`config.mk`:
```
export PLATFORM = sky130hd
export DESIGN_NAME = store_narrow_buffer
export DESIGN_NICKNAME = d
export VERILOG_FILES = /design/src/rtl/store_narrow_buffer.sv
export SDC_FILE = /design/constraint.sdc
export NUM_CORES = 1
export LEC_CHECK = 0
export CAP_MARGIN = 10
export CELL_PAD_IN_SITES_DETAIL_PLACEMENT = 1
export CELL_PAD_IN_SITES_GLOBAL_PLACEMENT = 2
export CORE_ASPECT_RATIO = 1.25
export CORE_UTILIZATION = 44
export CTS_CLUSTER_DIAMETER = 120
export CTS_CLUSTER_SIZE = 8
export DETAILED_ROUTE_END_ITERATION = 8
export MAX_ROUTING_LAYER = met4
export PLACE_DENSITY_LB_ADDON = 0.15
export SLEW_MARGIN = 20
export SYNTH_ARGS = -nofsm -noshare
export SYNTH_HDL_FRONTEND = slang
export SYNTH_SLANG_ARGS = --single-unit
```
`constraint.sdc`:
```
create_clock -name clk -period 4.4 [get_ports clk]
set_input_delay 1.1 -clock clk [delete_from_list [all_inputs] [get_ports clk]]
set_output_delay 1.1 -clock clk [all_outputs]
set_load 0.01 [all_outputs]
```
`src/rtl/store_narrow_buffer.sv`:
```
// Store narrowing buffer: sizes register data onto byte lanes with byte
// enables, queues stores in an in-order FIFO, and drains them to data memory
// over a valid/ready handshake.
module store_narrow_buffer #(
   parameter int unsigned DEPTH = 4
) (
   input  logic                     clk,
   input  logic                     rst_n,
   input  logic                     st_valid,
   output logic                     st_ready,
   input  logic [31:0]              st_addr,
   input  logic [31:0]              st_data,
   input  logic [1:0]               st_size,
   output logic                     st_misalign,
   output logic                     mem_valid,
   input  logic                     mem_ready,
   output logic [31:0]              mem_addr,
   output logic [31:0]              mem_wdata,
   output logic [3:0]               mem_be,
   output logic [$clog2(DEPTH):0]   count,
   output logic                     empty,
   output logic                     full
);

   localparam int unsigned PTR_W = $clog2(DEPTH);
   localparam int unsigned CNT_W = PTR_W + 1;

   typedef struct packed {
      logic [29:0] waddr;
      logic [31:0] wdata;
      logic [3:0]  be;
   } entry_t;

   entry_t             fifo_q [DEPTH];
   entry_t             head_q;
   logic [PTR_W-1:0]   wr_ptr_q;
   logic [PTR_W-1:0]   rd_ptr_q;
   logic [CNT_W-1:0]   count_q;
   logic               empty_q;
   logic               full_q;
   logic               misalign_q;

   entry_t             new_c;
   entry_t             head_nxt_c;
   logic               bad_c;
   logic               accept_c;
   logic               push_c;
   logic               pop_c;
   logic [PTR_W-1:0]   rd_next_c;
   logic [CNT_W-1:0]   count_nxt_c;

   // Narrow/replicate the incoming store onto byte lanes and flag illegal alignment
   always_comb begin
      new_c       = '0;
      bad_c       = 1'b0;
      new_c.waddr = st_addr[31:2];
      case (st_size)
         2'b00: begin
            new_c.wdata = {4{st_data[7:0]}};
            new_c.be    = 4'b0001 << st_addr[1:0];
         end
         2'b01: begin
            new_c.wdata = {2{st_data[15:0]}};
            new_c.be    = st_addr[1] ? 4'b1100 : 4'b0011;
            bad_c       = st_addr[0];
         end
         2'b10: begin
            new_c.wdata = st_data;
            new_c.be    = 4'b1111;
            bad_c       = |st_addr[1:0];
         end
         default: begin
            bad_c = 1'b1;
         end
      endcase
   end

   // Handshake decode, occupancy update and next head entry
   always_comb begin
      accept_c    = st_valid && !full_q;
      push_c      = accept_c && !bad_c;
      pop_c       = !empty_q && mem_ready;
      rd_next_c   = rd_ptr_q + PTR_W'(1);
      count_nxt_c = count_q;
      head_nxt_c  = head_q;
      case ({push_c, pop_c})
         2'b10:   count_nxt_c = count_q + CNT_W'(1);
         2'b01:   count_nxt_c = count_q - CNT_W'(1);
         default: count_nxt_c = count_q;
      endcase
      // The new entry becomes head directly when nothing older remains ahead of it
      if (count_nxt_c == '0) begin
         head_nxt_c = '0;
      end else if (push_c && (empty_q || (pop_c && count_q == CNT_W'(1)))) begin
         head_nxt_c = new_c;
      end else if (pop_c) begin
         head_nxt_c = fifo_q[rd_next_c];
      end
   end

   // Control state and registered head entry
   always_ff @(posedge clk or negedge rst_n) begin
      if (!rst_n) begin
         wr_ptr_q   <= '0;
         rd_ptr_q   <= '0;
         count_q    <= '0;
         empty_q    <= 1'b1;
         full_q     <= 1'b0;
         misalign_q <= 1'b0;
         head_q     <= '0;
      end else begin
         if (push_c) wr_ptr_q <= wr_ptr_q + PTR_W'(1);
         if (pop_c)  rd_ptr_q <= rd_next_c;
         count_q    <= count_nxt_c;
         empty_q    <= (count_nxt_c == '0);
         full_q     <= (count_nxt_c == CNT_W'(DEPTH));
         misalign_q <= accept_c && bad_c;
         head_q     <= head_nxt_c;
      end
   end

   // Entry storage; reset only needs to clear the pointers
   always_ff @(posedge clk) begin
      if (push_c) fifo_q[wr_ptr_q] <= new_c;
   end

   assign st_ready    = !full_q;
   assign st_misalign = misalign_q;
   assign mem_valid   = !empty_q;
   assign mem_addr    = {head_q.waddr, 2'b00};
   assign mem_wdata   = head_q.wdata;
   assign mem_be      = head_q.be;
   assign count       = count_q;
   assign empty       = empty_q;
   assign full        = full_q;

endmodule

```
==> impl_metrics.toml, run 1 <==
[status]
status = "complete, no violations"

[setup_path]
cp.arrival_ns = 3.92
r2r_slack_ns = 1.58
endpoint = "mem_wdata[16]$_DFFE_PN0P_"
cp_max_fo = 28
crit_type = "input port to flip-flop"
r2r-start = "full$_DFF_PN0_"
r2r_end = "mem_wdata[16]$_DFFE_PN0P_"
end_kind = "flip-flop"
critPathMaxStageDelay_ns = 0.56
path_cells = "clkdlybuf4s50_1, a21oi_1, o21ai_4, inv_1, ha_1, mux2i_1, o21ai_0, nor4b_4, buf_4, a211oi_1"
reg2reg_depth = 8
crit_start = "st_addr[0]"
start_kind = "input port"
required_ns = 4.79
slowest_stage = "clkdlybuf4s50_1"

[yosys]
yosysWarnings = 0
synth_compound_area_share_pct = 12.3
syn-cell-area_mm2 = 0.0141
synthArstFlopShare_pct = 22.4
synth_top_family_by_area = "compound AO/OA/AOI/OAI gates"
postSynthCellCount = 920
synth_xor_area_share_pct = 0.124
synthAdderAreaFrac_pct = 0.886
synthMuxAreaShare_pct = 10.1
ys_seq_area_share_pct = 69.6
synthTopCellsByArea = "edfxtp_1, dfrtp_1, mux2i_1"
synthFlopType = "edfxtp_1"
synth_edf_count = 264
ys_types = 41
ys_ff_latch = 340
synth.top_cell.area_share_pct = 56.1
yosysTopAreaCell = "edfxtp_1"
synth_area_per_cell_um2 = 15.4
yosys.area_share.simple_pct = 3.97

[detailed_routing]
avgViaCountPerCell = 5.70
drt_pass1_iterations = 4
vias = 8654
drc = 0
initialDrtViolationCount = 476
wire_per_inst_um = 24.1
postRouteAntennaNets = 0
wirelength_mm = 36.6

[floorplanning]
initial_core_util_pct = 44.6
fp.dieH_um = 202
rows = 73
dieArea_mm2 = 0.0328
die_w_um = 162
coreArea_mm2 = 0.0317
ios = 146

[global_route]
grt_usage_pct = 23.6
overflow = 0
grt_pass1_wl_mm = 56.3
grt_pass1_vias = 9478
antenna_found_initial = 0
grt_start_max_net_pins = 68

[final_layout]
layout_commonest_cell = "edfxtp_1"
area_growth_pct = 23.7
nets = 1148
drive_above_1_share_pct = 12.2
layout.cells.non_filler = 1517
layout_common_cells = "edfxtp_1, clkdlybuf4s50_1, mux2i_1"
diodes = 0
fillers = 2992

[sta]
tns_ns = 0
fin_skew_ns = 0.0165
fmaxAchievable_mhz = 284
period_minus_slack_ns = 3.52
timing.final.max_slew_violations = 0
relSlewSlack_pct = 38.7
rsz0062_at_grt = "false"
setup_violations = 0
fin_crit_sh_pct = 80.0
worstMarginPinSlew_ns = 0.920
hold_viol_final = 0

[power]
vdd_drop_max_mv = 0.457
p_per_area_mw_per_mm2 = 671
leakage_nw = 6.26

[run]
drv_cap = 0

[place]
dp_hpwl_mm = 21.2
port_buffers = 143
dp.cells = 1430
place.gp.congestion = 0.775

[cts]
postCtsSetupRepairBufs = 0
cts_resized = 0
clk_latency_ns = 0.54
cts_hold_buf = 0
clock-root-buffer = "clkbuf_16"
cts_inserted_buffers = 48
cts.sinks = 340
clk_pin_slew_ns = 0.05
cts_buffer_depth = 3
cts_tree = "built"
cts_max_level = 2

[min_path]
hold_class = "flip-flop to flip-flop"
hold_start = "rd_ptr_q[0]$_DFFE_PN0P_"
[routing by layer]
layer / global-route usage, % / vias to the layer above / wire length [um]
met5: - / - / 0
met4: 6.91 / 0 / 775
met3: 3.61 / 60 / 1400
met2: 40.9 / 201 / 19100
met1: 28.3 / 4483 / 15300
li1: - / 3910 / -
[worst max-delay path: cells and delay by family]
| family | cells | cell delay, ns |
|---|---|---|
| adders and majority gates | 1 | 0.27 |
| muxes | 1 | 0.14 |
| buffers and inverters | 3 | 1.18 |
| and+or+nand+nor | 1 | 0.41 |
| AOI/OAI and AO/OA | 4 | 0.79 |
[power breakdown]
group / total, mW / switching (mW) / internal, mW
clock: 3.42 / 1.29 / 2.12
sequential: 4.49 / 0.402 / 4.09
combinational: 3.80 / 2.13 / 1.67
[cells by family after synthesis]
| family | Yosys count |
|---|---|
| multiplexers | 142 |
| other | 1 |
| adder cells (fa/ha/maj) | 10 |
| AO/OA/AOI/OAI | 237 |
| buffers and inverters | 86 |
| flip-flops | 340 |
| AND/OR/NAND/NOR | 102 |
| XOR/XNOR | 2 |
[worst min-delay path by stage]
| stage | endpoint | slack [ns] | cells after the start |
|---|---|---|---|
| global placement | rd_ptr_q[0]$_DFFE_PN0P_ | 0.49 | 2 |
| CTS | rd_ptr_q[0]$_DFFE_PN0P_ | 0.51 | 2 |
| floorplan | rd_ptr_q[0]$_DFFE_PN0P_ | 0.46 | 2 |
| finish | rd_ptr_q[0]$_DFFE_PN0P_ | 0.51 | 2 |
| detailed placement | rd_ptr_q[0]$_DFFE_PN0P_ | 0.50 | 2 |
| global route | rd_ptr_q[0]$_DFFE_PN0P_ | 0.55 | 2 |
[stage by stage]
stage / power, mW / utilization [%] / setup WS [ns] / instance area [um2] / hold slack, ns
floorplan: 6.76 / - / 0.674 / 14100 / 0.463
global placement: 8.35 / 50.7 / 0.386 / 16100 / 0.490
detailed placement: 8.42 / 50.7 / 0.288 / 16100 / 0.500
CTS: 11.9 / 55.1 / 0.858 / 17500 / 0.514
global route: 12.3 / 55.1 / 0.628 / 17500 / 0.547
finish: 11.7 / 55.1 / 0.878 / 17500 / 0.507
[registers in the layout, indices dropped and copies added, names as in the netlist]
| signal | flops |
|---|---|
| count | 3 |
| empty | 1 |
| fifo_q | 264 |
| full | 1 |
| mem_addr | 30 |
| mem_be | 4 |
| mem_wdata | 32 |
| rd_ptr_q | 2 |
| st_misalign | 1 |
| wr_ptr_q | 2 |
[cell usage after synthesis, types with 4 or more instances]
cell and n:
edfxtp_1 264, mux2i_1 141, dfrtp_1 75, a21oi_1 67
o22ai_1 66, nor3_1 64, a211oi_2 40, clkbuf_1 33
a211oi_1 28, buf_2 26, o2bb2ai_1 16, and2_1 14
inv_1 11, ha_1 10, buf_4 9, a22o_1 8
nand2_1 8, o21ai_0 5, buf_6 4, nor2b_1 4
[final cells by class]
type                            count  area [um2]  area share [%]
Sequential cell                   340        9830            56.3
Multi-Input combinational cell    495        3930            22.5
Timing Repair Buffer              172        1760            10.1
Clock buffer                       86        1370            7.81
Tap cell                          412         515            2.95
Inverter                           11        41.3           0.236
Clock inverter                      1        30.0           0.172
Power figures use the tool's default switching activity.
==> inputs of run 2 (changes only) <==
--- a/config.mk
+++ b/config.mk
@@ -9,7 +9,7 @@
 export CELL_PAD_IN_SITES_DETAIL_PLACEMENT = 1
 export CELL_PAD_IN_SITES_GLOBAL_PLACEMENT = 2
 export CORE_ASPECT_RATIO = 1.25
-export CORE_UTILIZATION = 44
+export CORE_UTILIZATION = 41
 export CTS_CLUSTER_DIAMETER = 120
 export CTS_CLUSTER_SIZE = 8
 export DETAILED_ROUTE_END_ITERATION = 8
==> constraint.sdc (replaced) <==
create_clock -name clk -period 3.6 [get_ports clk]
set_input_delay 0.9 -clock clk [delete_from_list [all_inputs] [get_ports clk]]
set_output_delay 0.9 -clock clk [all_outputs]
set_load 0.01 [all_outputs]
==> run 2 against run 1 <==
Global-route usage shrank 1.1 points. Register-to-register slack got worse by 0.53 ns. Cell area rose by 1.6%. Non-clock buffer count increased by 18. Cell count grew 1.9%. Wire length grew 2.1%. Die area up 7.2%. Core utilization fell by 2.6 points. Setup slack got worse by 0.29 ns. Clock skew down 0.00062 ns. Power rose by 24%. Critical path type unchanged. Critical endpoint is now mem_addr[30]$_DFFE_PN0P_. Largest power group unchanged.
==> impl_metrics.toml, run 2 (synthesized netlist as in run 1, its figures left out) <==
[sta]
fmaxAchievable_mhz = 332
period_minus_slack_ns = 3.01
timing.hold.ws_ns = 0.399
setup_violations = 0
fin_skew_ns = 0.0159
fin_crit_sh_pct = 83.6
layout_setup_ws_ns = 0.589
rsz0062_at_grt = "false"
tns_ns = 0
hold_viol_final = 0
relSlewSlack_pct = 47.0
timing.final.max_slew_violations = 0
worstMarginPinSlew_ns = 0.795

[detailed_routing]
vias = 8746
wire_per_inst_um = 24.2
avgViaCountPerCell = 5.66
initialDrtViolationCount = 394
drt_pass1_iterations = 4
wirelength_mm = 37.4
drc = 0
postRouteAntennaNets = 0

[cts]
cts_hold_buf = 0
cts_tree = "built"
cts.sinks = 340
clk_pin_slew_ns = 0.05
cts_resized = 0
cts_max_level = 2
clk_latency_ns = 0.54
cts_buffer_depth = 3
postCtsSetupRepairBufs = 0
cts_inserted_buffers = 48
clock-root-buffer = "clkbuf_16"

[global_route]
overflow = 0
antenna_found_initial = 0
grt_usage_pct = 22.5
grt.busiest_layer = "met2"
grt_pass1_wl_mm = 57.8
use_met3_pct = 3.21
grt_pass1_vias = 9654
grt_start_max_net_pins = 100
grtUsageMet1_pct = 26.8
grtUsageMet2_pct = 39.6

[place]
dp_hpwl_mm = 22.9
dp.cells = 1459
placed_area_mm2 = 0.0164
port_buffers = 143
place.gp.congestion = 0.759
place_ws_ns = 0.0468

[setup_path]
end_kind = "flip-flop"
r2r_end = "mem_addr[30]$_DFFE_PN0P_"
crit_type = "input port to flip-flop"
reg2reg_depth = 10
cp.arrival_ns = 3.44
r2r_slack_ns = 1.05
cp_max_fo = 12
start_kind = "input port"
critical_path_buf_inv_count = 3
r2r-start = "empty$_DFF_PN1_"
crit_cells = 10
slowest_stage = "clkdlybuf4s50_1"
path_delay_family = "compound AO/OA/AOI/OAI gates"
critPathMaxStageDelay_ns = 0.49
path_cells = "clkdlybuf4s50_1, a21oi_1, o21ai_4, ha_1, or2_2, o21ai_1, nor4b_4, buf_4, buf_12, a211oi_1"
required_ns = 4.03

[final_layout]
nets = 1166
drive_above_1_share_pct = 13.6
area_growth_pct = 25.7
layout.cells.non_filler = 1546
largest_register_ffs = 264
regMostFlops = "fifo_q"
layout_commonest_cell = "edfxtp_1"
diodes = 0
final_util_pct = 52.6
layout_common_cells = "edfxtp_1, clkdlybuf4s50_1, mux2i_1"
fin_area_mm2 = 0.0178

[min_path]
hold_class = "input port to asynchronous set/reset pin"

[power]
leakage_nw = 6.39
p_per_area_mw_per_mm2 = 819
vdd_drop_max_mv = 0.507
totalPowerFinal_mw = 14.5

[run]
drv_cap = 0

[floorplanning]
dieArea_mm2 = 0.0352
ios = 146
initial_core_util_pct = 41.8
rows = 75
die_w_um = 168
fp.dieH_um = 210
coreArea_mm2 = 0.0338

[status]
status = "complete, no violations"
[run 2: changes by cell type in the layout (fill, tap and decap cells not counted)]
| cell | previous run | this run |
|---|---|---|
| buf_12 | 9 | 20 |
| buf_4 | 21 | 28 |
[run 2: worst max-delay path by stage]
stage,to,start,slack [ns]
2_1_floorplan,fifo_q[1][0]$_DFFE_PP_,st_size[0],0.07
3_3_place_gp,mem_addr[30]$_DFFE_PN0P_,st_addr[0],0.14
5_1_grt,mem_addr[30]$_DFFE_PN0P_,st_addr[0],0.48
4_1_cts,mem_addr[30]$_DFFE_PN0P_,st_addr[0],0.60
6_report,mem_addr[30]$_DFFE_PN0P_,st_addr[0],0.59
3_5_place_dp,mem_addr[30]$_DFFE_PN0P_,st_addr[0],0.05
[run 2: where the power goes]
group / leakage (nW) / switching, mW / internal, mW / total (mW)
registers: 3.42 / 0.412 / 5.00 / 5.41
logic: 2.31 / 2.73 / 2.22 / 4.96
clock network: 0.662 / 1.58 / 2.60 / 4.18
total: 6.39 / 4.73 / 9.82 / 14.5
[run 2: layer usage]
metal	vias to the layer above	routed length [um]	part of all wire, %
met5	-	0	0
met4	0	754	2.0
met3	58	1420	3.8
met2	190	19400	52
met1	4541	15800	42
li1	3957	-	-
[run 2: layout make-up]
cell class	count	area, um2
clock buffer	86	1370
fill	3187	16000
sequential	340	9830
tap	423	529
inverter	11	41.3
timing repair buffer	190	2030
multi-input combinational	495	3930
clock inverter	1	30.0
[run 2: worst reg2reg max path: stages, from the launching register on]
cell and delay [ns]:
dfstp_2 0.60, inv_1 0.09, nand2_2 0.11, inv_1 0.07
ha_1 0.36, or2_2 0.30, o21ai_1 0.27, nor4b_4 0.10
buf_4 0.19, buf_12 0.15, a211oi_1 0.19
